### src/rtl/mem_stage_lsu.sv
// mem_stage_lsu: load/store unit for the MEM pipeline stage.
// One bus access per instruction: IDLE -> BUSY (wait for dmem_ready or time out)
// -> DONE (one unstalled cycle) -> IDLE. Illegal, misaligned or ambiguous
// requests fault in IDLE without touching the bus.
module mem_stage_lsu #(
   parameter int TIMEOUT = 255
) (
   input  logic        clk,
   input  logic        reset,
   input  logic        valid_MEM,
   input  logic        MemRead_MEM,
   input  logic        MemWrite_MEM,
   input  logic [2:0]  funct3_MEM,
   input  logic [31:0] ALU_OUT_MEM,
   input  logic [31:0] rs2_data_MEM,
   output logic        dmem_req,
   output logic        dmem_we,
   output logic [31:0] dmem_addr,
   output logic [31:0] dmem_wdata,
   output logic [3:0]  dmem_be,
   input  logic [31:0] dmem_rdata,
   input  logic        dmem_ready,
   output logic [31:0] red_data_MEM,
   output logic        stall_MEM,
   output logic        access_fault_MEM
);

   localparam logic [1:0] IDLE = 2'd0;
   localparam logic [1:0] BUSY = 2'd1;
   localparam logic [1:0] DONE = 2'd2;

   // Counter value seen on the last BUSY cycle allowed before giving up.
   localparam logic [7:0] CNT_LAST = 8'(TIMEOUT - 1);

   logic [1:0]  state_reg, state_next;
   logic [7:0]  cnt_reg;
   logic [31:0] addr_reg;
   logic [31:0] wdata_reg;
   logic [3:0]  be_reg;
   logic        we_reg;
   logic [2:0]  f3_reg;
   logic [1:0]  lane_reg;
   logic        fault_reg;
   logic [31:0] red_reg;

   logic        in_idle, in_busy, in_done;
   logic        mem_op, one_op, legal, aligned;
   logic        start, idle_fault, timed_out;
   logic [3:0]  be_next;
   logic [31:0] wdata_next;
   logic [31:0] load_ext;
   logic [7:0]  rd_bytes [4];
   logic [7:0]  byte_sel;
   logic [15:0] half_sel;

   assign in_idle = (state_reg == IDLE);
   assign in_busy = (state_reg == BUSY);
   assign in_done = (state_reg == DONE);

   // Request decode: legality depends on direction, alignment on access size.
   assign mem_op = MemRead_MEM | MemWrite_MEM;
   assign one_op = MemRead_MEM ^ MemWrite_MEM;

   // Legal size encodings; the unsigned variants exist only for loads.
   always_comb begin
      legal = 1'b0;
      case (funct3_MEM)
         3'b000, 3'b001, 3'b010: legal = 1'b1;
         3'b100, 3'b101:         legal = MemRead_MEM & ~MemWrite_MEM;
         default:                legal = 1'b0;
      endcase
   end

   // Halfwords need an even address, words a multiple of four; bytes always fit.
   always_comb begin
      aligned = 1'b1;
      case (funct3_MEM[1:0])
         2'b01:   aligned = ~ALU_OUT_MEM[0];
         2'b10:   aligned = (ALU_OUT_MEM[1:0] == 2'b00);
         default: aligned = 1'b1;
      endcase
   end

   assign start      = in_idle & valid_MEM & one_op & legal & aligned;
   assign idle_fault = in_idle & valid_MEM & mem_op & ~(one_op & legal & aligned);
   assign timed_out  = in_busy & ~dmem_ready & (cnt_reg == CNT_LAST);

   // Store lane placement: enables shifted to the addressed lane, data replicated.
   always_comb begin
      be_next    = 4'b1111;
      wdata_next = rs2_data_MEM;
      case (funct3_MEM[1:0])
         2'b00: begin
            be_next    = 4'b0001 << ALU_OUT_MEM[1:0];
            wdata_next = {4{rs2_data_MEM[7:0]}};
         end
         2'b01: begin
            be_next    = 4'b0011 << {ALU_OUT_MEM[1], 1'b0};
            wdata_next = {2{rs2_data_MEM[15:0]}};
         end
         default: begin
            be_next    = 4'b1111;
            wdata_next = rs2_data_MEM;
         end
      endcase
   end

   genvar gi;
   generate
      for (gi = 0; gi < 4; gi++) begin : g_rd_lane
         assign rd_bytes[gi] = dmem_rdata[8*gi +: 8];
      end
   endgenerate

   assign byte_sel = rd_bytes[lane_reg];
   assign half_sel = lane_reg[1] ? dmem_rdata[31:16] : dmem_rdata[15:0];

   // Load extension selected by the latched size/sign code.
   always_comb begin
      load_ext = dmem_rdata;
      case (f3_reg)
         3'b000:  load_ext = {{24{byte_sel[7]}}, byte_sel};
         3'b001:  load_ext = {{16{half_sel[15]}}, half_sel};
         3'b100:  load_ext = {24'd0, byte_sel};
         3'b101:  load_ext = {16'd0, half_sel};
         default: load_ext = dmem_rdata;
      endcase
   end

   // Next-state logic; ready on the last allowed cycle still completes normally.
   always_comb begin
      state_next = state_reg;
      case (state_reg)
         IDLE:    if (start) state_next = BUSY;
         BUSY:    if (dmem_ready || timed_out) state_next = DONE;
         DONE:    state_next = IDLE;
         default: state_next = IDLE;
      endcase
   end

   // State register; reset drops out of BUSY immediately, releasing dmem_req.
   always_ff @(posedge clk or posedge reset) begin
      if (reset) state_reg <= IDLE;
      else       state_reg <= state_next;
   end

   // Request latch, wait counter, load result capture and timeout flag.
   always_ff @(posedge clk or posedge reset) begin
      if (reset) begin
         cnt_reg   <= 8'd0;
         addr_reg  <= 32'd0;
         wdata_reg <= 32'd0;
         be_reg    <= 4'd0;
         we_reg    <= 1'b0;
         f3_reg    <= 3'd0;
         lane_reg  <= 2'd0;
         fault_reg <= 1'b0;
         red_reg   <= 32'd0;
      end else begin
         case (state_reg)
            IDLE: begin
               if (start) begin
                  cnt_reg   <= 8'd0;
                  addr_reg  <= {ALU_OUT_MEM[31:2], 2'b00};
                  wdata_reg <= wdata_next;
                  be_reg    <= MemWrite_MEM ? be_next : 4'b0000;
                  we_reg    <= MemWrite_MEM;
                  f3_reg    <= funct3_MEM;
                  lane_reg  <= ALU_OUT_MEM[1:0];
                  fault_reg <= 1'b0;
               end
            end
            BUSY: begin
               cnt_reg <= cnt_reg + 8'd1;
               if (dmem_ready) begin
                  if (!we_reg) red_reg <= load_ext;
               end else if (timed_out) begin
                  red_reg   <= 32'd0;
                  fault_reg <= 1'b1;
               end
            end
            default: begin
               fault_reg <= 1'b0;
            end
         endcase
      end
   end

   assign dmem_req         = in_busy;
   assign dmem_we          = in_busy & we_reg;
   assign dmem_be          = in_busy ? be_reg : 4'b0000;
   assign dmem_addr        = addr_reg;
   assign dmem_wdata       = wdata_reg;
   assign red_data_MEM     = red_reg;
   assign stall_MEM        = start | in_busy;
   assign access_fault_MEM = idle_fault | (in_done & fault_reg);

endmodule

### config.mk
export PLATFORM = sky130hd
export DESIGN_NAME = mem_stage_lsu
export DESIGN_NICKNAME = d
export VERILOG_FILES = /design/src/rtl/mem_stage_lsu.sv
export SDC_FILE = /design/constraint.sdc
export NUM_CORES = 1
export LEC_CHECK = 0
export BUFFER_PORTS_ARGS = -buffer_cell sky130_fd_sc_hd__clkbuf_2
export CAP_MARGIN = 30
export CELL_PAD_IN_SITES_DETAIL_PLACEMENT = 1
export CELL_PAD_IN_SITES_GLOBAL_PLACEMENT = 1
export CORE_AREA = 3 3 120 122
export DETAILED_ROUTE_END_ITERATION = 12
export DIE_AREA = 0 0 123 125
export HOLD_SLACK_MARGIN = 0.05
export PLACE_DENSITY = 0.95
export SLEW_MARGIN = 10
export SYNTH_ARGS = -nofsm -noshare
export SYNTH_HDL_FRONTEND = slang
export SYNTH_SLANG_ARGS = --single-unit
### constraint.sdc
create_clock -name clk -period 7.7 [get_ports clk]
set_input_delay 0 -clock clk [delete_from_list [all_inputs] [get_ports clk]]
set_output_delay 0 -clock clk [all_outputs]
set_load 0.1 [all_outputs]
# Word level (Yosys, flattened, before mapping)
# Index checks and enable logic that the tools add are counted.
# word_totals
regBits	115
input_bits	105
output_inout_bits	104
wordCells	91
# classes
addsub	1
order_cmp	1
eq_ne	17
shifts	2
mux	23
bitwise_logic	22
n_reduce_logical	15
# ops
op	count
$pmux W32 S4	1
$mux W32	3
$pmux W32 S2	1
$mux W8	3
$bmux W8 S2	1
$mux W16	1
$pmux W8 S2	1
$and A1 B1 Y1	13
$eq A3 B3 Y1 const B	4
$add A8 B1 Y8 const B	1
$eq A8 B8 Y1 const B	1
$mux W4	2
$pmux W4 S2	1
$eq A3 B1 Y1 const B	2
$logic_not A2 Y1	3
$logic_not A3 Y1	2
$ne A2 B1 Y1 const B	3
$pmux W1 S2	3
$reduce_and A2 Y1	3
$reduce_and A3 Y1	2
$eq A2 B1 Y1 const B	2
$eq A2 B2 Y1 const B	2
$mux W2	2
$ne A2 B2 Y1 const B	2
14 further kinds	22

# Logic depth before layout (Yosys ltp)
# depth
ltp_word	8
mapped_depth	9

# Least setup slack after synthesis
# Ideal clock, no wire load.
# synth_timing
path_kind	flip-flop to flip-flop
start	reg state_reg[1]
end	reg cnt_reg[0]
setup_ps	250
arrival_time_ps	3297
setup_slack_ps	4153
stages_incl_launch_ff	5
n_path_buf	0
synth_period_minus_slack_ps	3547
path_cell_list	dfrtp_1 -> nor3b_2 -> o311ai_4 -> o21ai_0 -> o21ai_0
# synth_between
elab_chain_cells	7
word_cells_on_any_way	10
# synth_lines
item	line_no	rtl
start: declaration	35	logic [1:0] state_reg, state_next;
start signal: assignment	144	else state_reg <= state_next;
$logic_not A2 Y1	56, 160	
$and A1 B1 Y1 (4 in a row)	84	assign start = in_idle & valid_MEM & one_op & legal & aligned;
$ne A2 B1 Y1 (no line)	--	
$reduce_and A2 Y1 (no line)	--	
end signal: assignment	174	cnt_reg <= cnt_reg + 8'd1;
end: declaration	36	logic [7:0] cnt_reg;
# Several ways; a longest one is shown, not always the timed one.
# A chain may end at the register's enable or synchronous reset.

# Final worst setup path
# layout_timing
start	in funct3_MEM[1]
end	out stall_MEM
# layout_between
elab_chain_cells	6
word_cells_on_any_way	14
# layout_lines
item	line_no	rtl
start: declaration	13	input logic [2:0] funct3_MEM,
$eq A3 B1 Y1 (tied with other cells)	67	case (funct3_MEM)
$reduce_or A3 Y1 or $reduce_or A2 Y1 (tied branches)	67	
$pmux W1 S2	67	
$and A1 B1 Y1	84	
$and A1 B1 Y1 (*)	84	
$or A1 B1 Y1 (*)	195	assign stall_MEM = start | in_busy;
end: declaration	24	output logic stall_MEM,
# Every way passes the cells marked *; elsewhere a longest branch is shown, timed or not.

==> impl_metrics.ini <==
[yosys]
synth_xor_area_frac = 0.00323
synth-seq-cells = 115
yosys_warnings = 0
synthCells = 447
async_reset_ff_frac = 1.00
synth_area_per_cell_um2 = 12.2
synthAdderAreaFrac = 0.0161
ys_seq_area_frac = 0.530
synthFlopType = dfrtp_1
synth-edff-count = 0
synth_top_family_by_area = multiplexers
synthMuxAreaShare = 0.181
yosys.area_share.simple = 0.0746
ys_types = 52
synth_compound_area_frac = 0.157
synthesis.area_mm2 = 0.00543

[detailed_routing]
num_vias = 5404
drtAntennaViolNets = 0
drtPass1Iterations = 5
wl_per_cell_um = 25.9
drt_iter0_drc = 463
drt_wl_total_mm = 24.5
routed_via_density = 5.70
drc = 0

[die]
die_area_mm2 = 0.0154
design.core.area_mm2 = 0.0133
row_count = 42
start_util = 0.409
die_x_um = 123
dieHeight_um = 125
boundaryPins = 209

[clocking]
ctsLongestPathBuffers = 2
clk_latency_ns = 0.42
ctsHtreeMaxLevel = 4
cts_inserted_buffers = 17
cts_sinks = 115
cts_tree = built
cts_root_buffer = clkbuf_16
path_clk_slew_ns = 0.06
cts_resized = 0

[grt]
top_usage_layer = met2
grt_use_met1 = 0.357
antenna_found_initial = 1
grt_overflow = 0
grt_pass1_wl_mm = 37.6
grt_pass1_vias = 6251
met3_usage = 0.0863
use_met2 = 0.571
track_usage = 0.324
grt_max_degree = 70

[sta]
skew_ns = 0.0135
tightest_slew_ns = 0.943
rsz0062_at_grt = no
hold_violations = 0
finalSetupViolCount = 0
drv_slew = 0
period_share = 0.424
setup_tns_ns = 0
slew-limit-headroom = 0.371
fmax_mhz = 307
fin_crit_ns = 3.26

[run_status]
outcome = completed

[placement]
gp_congestion = 0.797
portBuffers = 206
dp_cells = 807
dp_hpwl_mm = 12.4

[setup_path]
cp-start-kind = input pin
endpoint_kind = output pin
crit_required_ns = 7.70
cp_cell_sequence = dlygate4sd3_1, clkbuf_2, inv_1, ha_1, nor2b_1, o311ai_4, o21ai_0, clkbuf_2
critical_path.max_fanout = 16
crit_top_cell = clkbuf_2
slowest_delay_ns = 0.68
cpMaxStageDelayCell = o21ai_0
path_class = input pin to output pin
cp.arrival_ns = 3.26

[worst_hold_path]
hp-class = input pin to flop

[finish]
final_cell_mix = 206 x clkbuf_2, 115 x dfrtp_1, 109 x dlygate4sd3_1
final_cells = 948
area_delta_synth_final_pct = 54.1
nets = 871
fillerInstances = 1368
final_common_cell = clkbuf_2
drive_gt1_frac = 0.435

[job]
drv_cap = 0
==> cell type report <==
cell class,instances,area (µm²),area share
flip-flops and latches,115,2880,0.344
multi-input cells,289,2380,0.284
repair buffers,320,2180,0.260
clock buffers,24,502,0.0599
well taps,176,220,0.0263
clock inverters,7,144,0.0172
inverters,16,62.6,0.00747
diodes,1,2.50,0.000299
==> cells in the mapped netlist, types with 2 or more instances <==
master,count,area share
ha_1,7,0.016
buf_1,2,0.0014
nand2b_1,5,0.0058
mux2_4,5,0.014
nor2_1,16,0.011
a221o_1,16,0.029
and2_1,6,0.0069
a22oi_1,8,0.011
inv_1,16,0.011
buf_2,10,0.0092
buf_6,2,0.0041
nand3_1,7,0.0064
clkbuf_1,12,0.0083
nand2_1,32,0.022
o2bb2ai_1,8,0.013
a21oi_1,13,0.012
a21o_1,9,0.012
buf_4,2,0.0028
o211ai_1,5,0.0069
mux2i_1,2,0.0037
a31o_2,2,0.0032
a22o_1,8,0.013
mux2_1,2,0.0041
o221ai_1,8,0.013
mux2_2,75,0.16
o22ai_1,3,0.0035
dfrtp_1,115,0.53
nor3b_2,2,0.0046
nor2b_1,2,0.0023
or3_1,2,0.0023
o31ai_1,2,0.0028
o21ai_0,23,0.021
==> cell families after synthesis <==
group,Yosys count
compound gates,111
xor+xnor,2
fa+ha+maj,7
buf+inv,44
flops,115
mux,85
other cells,1
simple gates,82
==> path summary, 6_finish.rpt <==
path	from	end	slack, ns	cells past startpoint
max	funct3_MEM[1]	stall_MEM	4.44	8
max reg2reg	state_reg[1]	dmem_wdata[24]	5.18	5
min	dmem_rdata[9]	red_data_MEM[9]	0.07	4
min reg2reg	red_data_MEM[8]	red_data_MEM[8]	0.49	1
max in group asynchronous	reset	red_data_MEM[22]	6.45	5
min in group asynchronous	reset	dmem_addr[28]	0.16	3
==> layer usage <==
| metal | vias to the layer above | part of all wire | wire length, µm |
|---|---|---|---|
| met5 | - | 0 | 0 |
| met3 | 94 | 0.068 | 1680 |
| met1 | 2699 | 0.36 | 8800 |
| li1 | 2270 | - | - |
| met2 | 341 | 0.53 | 12900 |
| met4 | 0 | 0.047 | 1150 |
==> critical path, delay by kind of cell <==
family / cells / cell delay, ns
buffers and inverters: 4 / 1.38
and+or+nand+nor: 1 / 0.36
AOI/OAI and AO/OA: 2 / 0.87
adders and majority gates: 1 / 0.65
==> per-stage QoR <==
stage | area (µm²) | utilization | hold slack [ns] | setup slack [ns]
2_1_floorplan | 5440 | - | 0.135 | 4.15
3_5_place_dp | 6630 | 0.499 | 0.0178 | 5.04
3_3_place_gp | 6600 | 0.497 | 0.00224 | 5.21
5_1_grt | 8370 | 0.629 | 0.0895 | 4.39
6_report | 8370 | 0.629 | 0.0688 | 4.44
4_1_cts | 8370 | 0.629 | 0.0614 | 4.68
==> what timing repair did <==
action | in CTS | in global routing
hold buffers | 109 | 0
endpoints found under the setup margin | 0 | 0
setup buffers | 0 | 0
hold endpoints to repair | 159 | 0
Power is not shown: default switching activity piles up to over one toggle a cycle in this logic, so the estimate is an artifact.
